[config.mk]
export PLATFORM = sky130hd
export DESIGN_NAME = pipeline_exec_control
export DESIGN_NICKNAME = d
export VERILOG_FILES = /design/src/rtl/pipeline_exec_control.sv
export SDC_FILE = /design/constraint.sdc
export NUM_CORES = 1
export LEC_CHECK = 0
export ABC_AREA = 0
export BUFFER_PORTS_ARGS = -buffer_cell sky130_fd_sc_hd__buf_2
export CAP_MARGIN = 30
export CORE_MARGIN = 10
export CORE_UTILIZATION = 45
export CTS_CLUSTER_DIAMETER = 120
export DETAILED_ROUTE_END_ITERATION = 7
export GPL_TIMING_DRIVEN = 0
export PLACE_DENSITY = 0.77
export SLEW_MARGIN = 10
export SYNTH_ARGS = -nofsm -noshare
export SYNTH_HDL_FRONTEND = slang
export SYNTH_SLANG_ARGS = --single-unit
[constraint.sdc]
create_clock -name i_clk -period 3.3 [get_ports i_clk]
set_input_delay 0.825 -clock i_clk [delete_from_list [all_inputs] [get_ports i_clk]]
set_output_delay 0.825 -clock i_clk [all_outputs]
set_load 0.02 [all_outputs]
[src/rtl/pipeline_exec_control.sv]
// pipeline_exec_control
//   Execution sequencer for the 5-stage MIPS pipeline. It takes RUN, STEP and
//   ABORT commands from the debug unit and drives the pipeline-wide stage
//   enable and flush lines. A halt opcode seen in ID starts a drain of the
//   remaining in-flight stages. After the drain the pipeline is parked, o_done
//   pulses once, and o_cycle_count reports how many clocks were executed.
//
// Ports
//   i_clk, i_reset   clock; synchronous active-high reset
//   i_cmd_valid      command present on i_cmd
//   i_cmd            00 NOP, 01 RUN, 10 STEP, 11 ABORT
//   o_cmd_ready      command can be accepted this cycle
//   i_halt           halt opcode in ID; only looked at in RUN/STEP
//   o_pipe_enable    global stage enable
//   o_pipe_flush     one-cycle clear of pipeline registers and PC
//   o_done           one-cycle pulse: step finished or drain finished
//   o_halted         level: parked after halt
//   o_busy           high in RUN, STEP, DRAIN, FLUSH
//   o_cycle_count    enabled cycles since last ABORT/reset, saturating
module pipeline_exec_control #(
  parameter int PIPE_DEPTH     = 5,
  parameter int CYCLE_CNT_SIZE = 32
) (
  input  logic                      i_clk,
  input  logic                      i_reset,
  input  logic                      i_cmd_valid,
  input  logic [1:0]                i_cmd,
  output logic                      o_cmd_ready,
  input  logic                      i_halt,
  output logic                      o_pipe_enable,
  output logic                      o_pipe_flush,
  output logic                      o_done,
  output logic                      o_halted,
  output logic                      o_busy,
  output logic [CYCLE_CNT_SIZE-1:0] o_cycle_count
);

  localparam logic [1:0] CMD_RUN   = 2'b01;
  localparam logic [1:0] CMD_STEP  = 2'b10;
  localparam logic [1:0] CMD_ABORT = 2'b11;

  localparam logic [2:0] S_IDLE   = 3'd0;
  localparam logic [2:0] S_RUN    = 3'd1;
  localparam logic [2:0] S_STEP   = 3'd2;
  localparam logic [2:0] S_DRAIN  = 3'd3;
  localparam logic [2:0] S_HALTED = 3'd4;
  localparam logic [2:0] S_FLUSH  = 3'd5;

  localparam int          DW       = $clog2(PIPE_DEPTH + 1);
  localparam logic [DW-1:0] DRAIN_LD = DW'(PIPE_DEPTH - 1);
  localparam logic [DW-1:0] DRAIN_ONE = DW'(1);

  logic [2:0]    r_state, w_state_nxt;
  logic [DW-1:0] r_drain, w_drain_nxt;
  logic          r_done,  w_done_nxt;
  logic          w_accept;

  assign w_accept = i_cmd_valid & o_cmd_ready;

  always_comb begin
    w_state_nxt = r_state;
    w_drain_nxt = r_drain;
    w_done_nxt  = 1'b0;
    case (r_state)
      S_IDLE: begin
        if (w_accept) begin
          case (i_cmd)
            CMD_RUN:   w_state_nxt = S_RUN;
            CMD_STEP:  w_state_nxt = S_STEP;
            CMD_ABORT: w_state_nxt = S_FLUSH;
            default:   w_state_nxt = S_IDLE;
          endcase
        end
      end
      S_RUN, S_STEP: begin
        // ABORT only reaches here from RUN (ready is low in STEP) and wins
        // over a halt seen in the same cycle.
        if (w_accept && i_cmd == CMD_ABORT) begin
          w_state_nxt = S_FLUSH;
        end else if (i_halt) begin
          // Single-stage pipeline has nothing in flight: park immediately.
          if (PIPE_DEPTH <= 1) begin
            w_state_nxt = S_HALTED;
            w_done_nxt  = 1'b1;
          end else begin
            w_state_nxt = S_DRAIN;
            w_drain_nxt = DRAIN_LD;
          end
        end else if (r_state == S_STEP) begin
          w_state_nxt = S_IDLE;
          w_done_nxt  = 1'b1;
        end
      end
      S_DRAIN: begin
        w_drain_nxt = r_drain - 1'b1;
        if (r_drain == DRAIN_ONE) begin
          w_state_nxt = S_HALTED;
          w_done_nxt  = 1'b1;
        end
      end
      S_HALTED: begin
        if (w_accept && i_cmd == CMD_ABORT) w_state_nxt = S_FLUSH;
      end
      S_FLUSH: w_state_nxt = S_IDLE;
      default: w_state_nxt = S_IDLE;
    endcase
  end

  always_ff @(posedge i_clk) begin
    if (i_reset) begin
      r_state <= S_IDLE;
      r_drain <= '0;
      r_done  <= 1'b0;
    end else begin
      r_state <= w_state_nxt;
      r_drain <= w_drain_nxt;
      r_done  <= w_done_nxt;
    end
  end

  // Counter clears on the FLUSH->IDLE edge; saturates rather than wraps.
  always_ff @(posedge i_clk) begin
    if (i_reset || r_state == S_FLUSH) begin
      o_cycle_count <= '0;
    end else if (o_pipe_enable && o_cycle_count != '1) begin
      o_cycle_count <= o_cycle_count + 1'b1;
    end
  end

  assign o_pipe_enable = (r_state == S_RUN) || (r_state == S_STEP) || (r_state == S_DRAIN);
  assign o_pipe_flush  = (r_state == S_FLUSH);
  assign o_halted      = (r_state == S_HALTED);
  assign o_busy        = o_pipe_enable || o_pipe_flush;
  assign o_cmd_ready   = (r_state == S_IDLE) || (r_state == S_RUN) || (r_state == S_HALTED);
  assign o_done        = r_done;

endmodule

[After elaboration in Yosys (flattened, before gate mapping)]
Index checks and enable logic that the tools add are counted.
W data, S select, Z words.
Word-level totals
  register bits: 39
  input port bits: 6
  output and inout bits: 38
  logic and storage cells: 52
Cells by class
  $add $sub $neg: 2
  eq/ne operators: 16
  muxes and demuxes: 16
  bitwise gates (word level): 1
  reduce and logical (&&, ||, !) cells: 13
Operator list (number)
  $add A32 B1 Y32 const B: 1
  $ne A32 B32 Y1 const B: 1
  $mux W3: 8
  $pmux W3 S4: 1
  $pmux W3 S3: 1
  $ne A2 B2 Y1 const B: 4
  $eq A3 B1 Y1 const B: 2
  $eq A3 B2 Y1 const B: 2
  $eq A3 B3 Y1 const B: 2
  $logic_or A1 B1 Y1: 6
  $pmux W3 S2: 1
  $eq A2 B2 Y1 const B: 2
  $mux W1: 4
  $ne A4 B4 Y1 const B: 1
  $reduce_and A4 Y1: 1
  $logic_not A3 Y1: 1
  $reduce_and A3 Y1: 1
  $sub A3 B1 Y3 const B: 1
  $eq A2 B1 Y1 const B: 1
  $logic_and A1 B1 Y1: 2
  $ne A2 B1 Y1 const B: 1
  $pmux W1 S2: 1
  $reduce_bool A2 Y1: 1
  $reduce_or A2 Y1: 1
  $and A1 B1 Y1: 1

[Longest topological paths before layout]
Gate-level depths: netlist of run 1.
  depth after elaboration: 7
  mapped depth: 7
  gate-level depth less buffers: 7

[Least setup slack after synthesis of run 1]
No wires, ideal clock.
  kind: register -> register
  from: reg o_cycle_count[0]
  to: reg o_cycle_count[30]
  setup time: 70 ps
  arrival: 2149 ps
  data required time: 3230 ps
  setup slack: 1080 ps
  cell stages (with the launch flop): 8
  path buffers: 1
  period minus slack after synthesis: 2220 ps
  path through: dfxtp_1 ha_1 nand3_1 or3_1 clkbuf_2 a2111o_1 or3_1 a21oi_1
On the way
  word-level cells in the longest chain between the ends: 2
  elaborated cells on any way between the ends: 3
  those cells by class: add/sub (1); eq/ne (1); reduce/logical (1)
Ends and longest elaborated chain
  start: declaration: RTL line 35  | output logic [CYCLE_CNT_SIZE-1:0] o_cycle_count
  start signal: assignment: RTL line 126  | o_cycle_count <= o_cycle_count + 1'b1;
  parallel branches: the longest is 2 deep, another holds $add A32 B1 Y32
Several ways; the timed one is not identified.
A chain may end at the register's enable or synchronous reset.

[Worst setup path in the final report of run 1]
  from: reg o_cycle_count[0]
  to: reg o_cycle_count[28]
Same word-level chain as after synthesis.

==> results.toml, run 1 <==
[run_status]
run_status = "completed"

[clocking]
clkSlewWorstSetupHoldPaths_ns = 0.08
post_cts_buffers = 0
clock_sinks = 39
cts_buffers = 5
ctsResizeCount = 0
cts-root-buf = "clkbuf_8"
cts_buffer_depth = 2
cts_tree = "done"
clock_latency_ns = 0.29
cts_hold_buf = 0
cts_max_level = 2

[route]
vias = 2189
drc = 0
drt_iter0_markers = 144
first_pass_iters = 4
wl_per_cell_um = 15.1
postRouteAntennaNets = 0
wirelength_um = 5540
route.detailed.vias_per_inst = 5.98

[floorplanning]
num_rows = 24
pin_count = 44
die-area_um2 = 7800
die_y_um = 88.3
die_width_um = 88.3
core_region_area_um2 = 4440
start_util_pct = 47.3

[place]
io_buffers = 42
place_congestion = 0.858
dp_hpwl_um = 4090
placed_cells = 358

[cells_and_area]
drive_above_1_share_pct = 19.1
final_cell_mix = "buf_2, dfxtp_1, a21oi_1"
areaGrowthSynthToFinish_pct = 18.0
final_common_cell = "buf_2"
fillers = 441
diodes = 0
nets = 322
instances_no_fill = 366

[critical_path]
worst_ep_required_time_ns = 3.52
end_kind = "flop"
cp_cell_sequence = "ha_1, nand3_1, or3_1, clkbuf_2, a2111o_1, or3_1, a21oi_1"
crit_path_start_kind = "flop"
crit_fanout = 7
cp_num_buf_inv = 1
slowest_stage = "a2111o_1"
path_class = "flop to flop"
crit_family = "simple AND/OR/NAND/NOR gates"
cp.arrival_ns = 2.54
path_common_cell = "or3_1"
slowest_delay_ns = 0.50

[timing]
setup_tns_ns = 0
max_freq_mhz = 430
rsz0062_at_grt = "no"
skew_ns = 0.0103
period_needed_ns = 2.32
tightest_slew_ns = 0.709
setup_viol = 0
hold_slack_ns = 0.495
drv_slew = 0
relSlewSlack_pct = 52.4
hold_viol = 0
timing.final.crit_share_pct = 70.4

[logic_synthesis]
synth_top_area_share_pct = 37.2
synth_compound_area_share_pct = 25.0
synth.net_count = 273
synth.area.mux_share_pct = 0
synth_top_family_by_area = "simple AND/OR/NAND/NOR gates"
postSynth.asyncResetShare_pct = 0
yosys.area.top_type = "dfxtp_1"
synth-simple-area-share_pct = 31.4
synth_ff_type = "dfxtp_1"
synthXorXnorAreaFrac_pct = 0.834
synth-adder-area-share_pct = 1.79
synth.yosys.seq_area_share_pct = 37.2
ys_ff_latch = 39
yosysUniqueCellTypes = 42
syn-cell-area_um2 = 2100
synth_area_leaders = "dfxtp_1, a21oi_1, o31ai_1"
yosys_warnings = 0
synth_edf_count = 0
synthCells = 264
syn_avg_cell_area_um2 = 7.96

[run]
maxCapViolations = 0

[pwr]
ir_drop_mv = 0.361
p_per_area_nw_per_um2 = 452
power_mw = 1.12
p_leak_nw = 0.886

[global_route]
grt-ovfl-total = 0
antenna_found_initial = 0
grt_pass1_vias = 2035
grt_max_degree = 13
grt_usage_pct = 14.3
grt_pass1_wl_um = 9290

[hold_path]
min_path_type = "flop to flop"
-- cells in the mapped netlist (2+ instances only) --
master and number:
or4_1 15, o31ai_1 17, clkbuf_1 10, ha_1 3
and4_1 3, a2111o_1 2, a211oi_1 2, nand3_1 11
o211ai_1 3, and3_1 3, nand4_1 7, nor2_1 12
nand2b_1 3, dfxtp_1 39, and2_1 3, inv_1 6
o21ai_0 15, or2_2 2, nor4_2 3, nor2b_1 2
buf_2 3, a21oi_1 34, nand2_1 28, or3_1 17
nor3_1 4
-- stage by stage --
stage | setup slack, ns | instance area [µm²] | utilization, %
6_report | 0.977 | 2480 | 55.8
5_1_grt | 0.740 | 2480 | 55.8
4_1_cts | 0.972 | 2480 | 55.8
3_5_place_dp | 0.825 | 2380 | 53.5
3_3_place_gp | 0.855 | 2380 | 53.5
2_1_floorplan | 1.08 | 2100 | -
-- final cells by class --
type | instances | area, µm² | area share, %
Buffer | 14 | 57.6 | 2.32
Sequential cell | 39 | 781 | 31.5
Clock inverter | 1 | 7.51 | 0.303
Tap cell | 52 | 65.1 | 2.62
Inverter | 6 | 22.5 | 0.908
Timing Repair Buffer | 42 | 210 | 8.48
Clock buffer | 7 | 96.3 | 3.88
Multi-Input combinational cell | 205 | 1240 | 50.0
-- registers in the layout, summed over array words and instances, names as in the netlist --
signal         cells
o_done             1
o_cycle_count     32
r_drain            3
r_state            3
-- worst paths after layout --
check / from / to / slack [ns] / cells past startpoint
max: o_cycle_count[0] / o_cycle_count[28] / 0.98 / 7
min: r_drain[2] / r_drain[2] / 0.49 / 1
max reg2reg: o_cycle_count[0] / o_cycle_count[28] / 0.98 / 7
min reg2reg: r_drain[2] / r_drain[2] / 0.49 / 1
-- metal layers --
metal / vias up / share of wire, % / track usage, %
met2: 61 / 46 / 23.4
met3: 7 / 6.3 / 4.04
met5: - / 0 / 0
met1: 1015 / 47 / 17.4
met4: 0 / 1.4 / 5.43
li1: 1106 / - / -
-- report_power, final --
| group | internal (mW) | switching, mW |
|---|---|---|
| combinational | 0.0851 | 0.160 |
| clock | 0.190 | 0.172 |
| sequential | 0.492 | 0.0213 |
| total | 0.768 | 0.353 |
-- cell families after synthesis --
group           count (synthesis)
simple gates                  116
compound gates                 84
flops                          39
buf+inv                        20
fa+ha+maj                       3
xor+xnor                        2
No activity file was read; power rests on OpenSTA's default activity.
==> run 2, diff against run 1 <==
==> constraint.sdc (replaced) <==
create_clock -name i_clk -period 2.44 [get_ports i_clk]
set_input_delay 0.61 -clock i_clk [delete_from_list [all_inputs] [get_ports i_clk]]
set_output_delay 0.61 -clock i_clk [all_outputs]
set_load 0.02 [all_outputs]
==> run 2 against run 1 <==
Against the previous run:
- utilization increased by 0.90 points
- first-iteration DRC count increased by 17%
- clock-buffer cell count unchanged
- wire length about the same
- sequential share of layout area decreased by 0.50 points
- non-clock buffer count increased by 1
- highest routed layer unchanged
==> results.toml, run 2 (same netlist as run 1, synthesis figures left out) <==
[run_status]
run_status = "completed"

[clocking]
clock_latency_ns = 0.29
cts_buffer_depth = 2
clkSlewWorstSetupHoldPaths_ns = 0.08
clock_sinks = 39
cts_buffers = 5
cts_hold_buf = 0
cts_max_level = 2
cts_tree = "done"
cts-root-buf = "clkbuf_8"

[cells_and_area]
reg_top3 = "o_cycle_count: 32 flops, r_drain: 3 flops, r_state: 3 flops"
fillers = 434
largest_reg_flops = 32
final_cell_mix = "buf_2, dfxtp_1, a21oi_1"
utilization_pct = 56.7
nets = 323
register_area_um2 = 781
final_common_cell = "buf_2"
areaGrowthSynthToFinish_pct = 20.0
multi_input_comb_area_um2 = 1270
drive_above_1_share_pct = 20.0
diodes = 0
largest_register = "o_cycle_count"

[timing]
max_freq_mhz = 442
drv_slew = 0
rsz0062_at_grt = "no"
relSlewSlack_pct = 53.1
skew_ns = 0.00944
tightest_slew_ns = 0.698
setup_viol = 0
setup_tns_ns = 0
period_needed_ns = 2.26
hold_viol = 0
timing.final.crit_share_pct = 92.8

[route]
postRouteAntennaNets = 0
drt_iter0_markers = 168
drc = 0
wl_per_cell_um = 15.1
wirelength_um = 5550
first_pass_iters = 4
route.detailed.vias_per_inst = 6.06
vias = 2225

[floorplanning]
num_rows = 24
pin_count = 44
die_width_um = 88.3
start_util_pct = 47.3
core_region_area_um2 = 4440
die-area_um2 = 7800
die_y_um = 88.3

[global_route]
grt_pass1_wl_um = 9290
grt_pass1_vias = 2035
grt-ovfl-total = 0
grt_max_degree = 13
grt_usage_pct = 14.3
antenna_found_initial = 0

[critical_path]
crit_fanout = 7
crit_path_start_kind = "flop"
end_kind = "flop"
path_class = "flop to flop"
cp.arrival_ns = 2.48
worst_ep_required_time_ns = 2.66

[pwr]
p_per_area_nw_per_um2 = 603
p_leak_nw = 0.937
ir_drop_mv = 0.488

[run]
maxCapViolations = 0

[hold_path]
min_path_type = "flop to flop"

[place]
io_buffers = 42
place_congestion = 0.858
dp_hpwl_um = 4090
## run 2: per-layer routing
metal  part of all wire, %  vias to the layer above  global-route usage, %
met5                     0                        -                      0
met1                    44                     1037                   17.4
met2                    47                       74                   23.4
met3                   7.1                        6                   4.04
li1                      -                     1108                      -
met4                   1.3                        0                   5.43
## run 2: final cells by class
class,count,share of cell area (%)
multi-input cells,205,50.3
flip-flops and latches,39,31.0
repair buffers,43,8.64
clock buffers,7,3.82
well taps,52,2.58
plain buffers,14,2.43
inverters,6,0.894
clock inverters,1,0.298
## run 2: power by group
part | leakage, nW | internal, mW | switching (mW)
registers | 0.315 | 0.666 | 0.0292
clock network | 0.0505 | 0.257 | 0.233
logic | 0.571 | 0.117 | 0.218
total | 0.937 | 1.04 | 0.480
## run 2: final timing paths
path,from,cells past startpoint,slack [ns],end
worst min-delay path,r_drain[2],1,0.49,r_drain[2]
worst max-delay path,o_cycle_count[0],7,0.18,o_cycle_count[28]
worst min register to register,r_drain[2],1,0.49,r_drain[2]
worst max register to register,o_cycle_count[0],7,0.18,o_cycle_count[28]
## run 2: metrics by stage
stage | hold WS, ns | std cells | setup slack [ns] | total power, mW | cell area (µm²)
final | 0.495 | 367 | 0.175 | 1.52 | 2520
after global routing | 0.492 | 367 | 0.00356 | 1.59 | 2520
after CTS | 0.488 | 366 | 0.112 | 1.52 | 2480
after detailed placement | 0.473 | 358 | 0.133 | 1.04 | 2380
after global placement | 0.468 | 358 | 0.131 | 1.03 | 2380
after floorplan | 0.449 | 264 | 0.220 | 0.942 | 2100
## run 2: timing repair
action                                  in CTS  in global routing
endpoints found under the setup margin       0                 21
endpoints found under the hold margin        0                  0
setup buffers                                0                  1
resized for setup                            0                  7
## run 2: critical path, stage by stage (launching register included)
cell and delay (ns):
dfxtp_1 0.40, ha_2 0.24, nand3_1 0.13, or3_1 0.33
clkbuf_2 0.16, a2111o_1 0.46, or3_1 0.34, a21oi_1 0.14
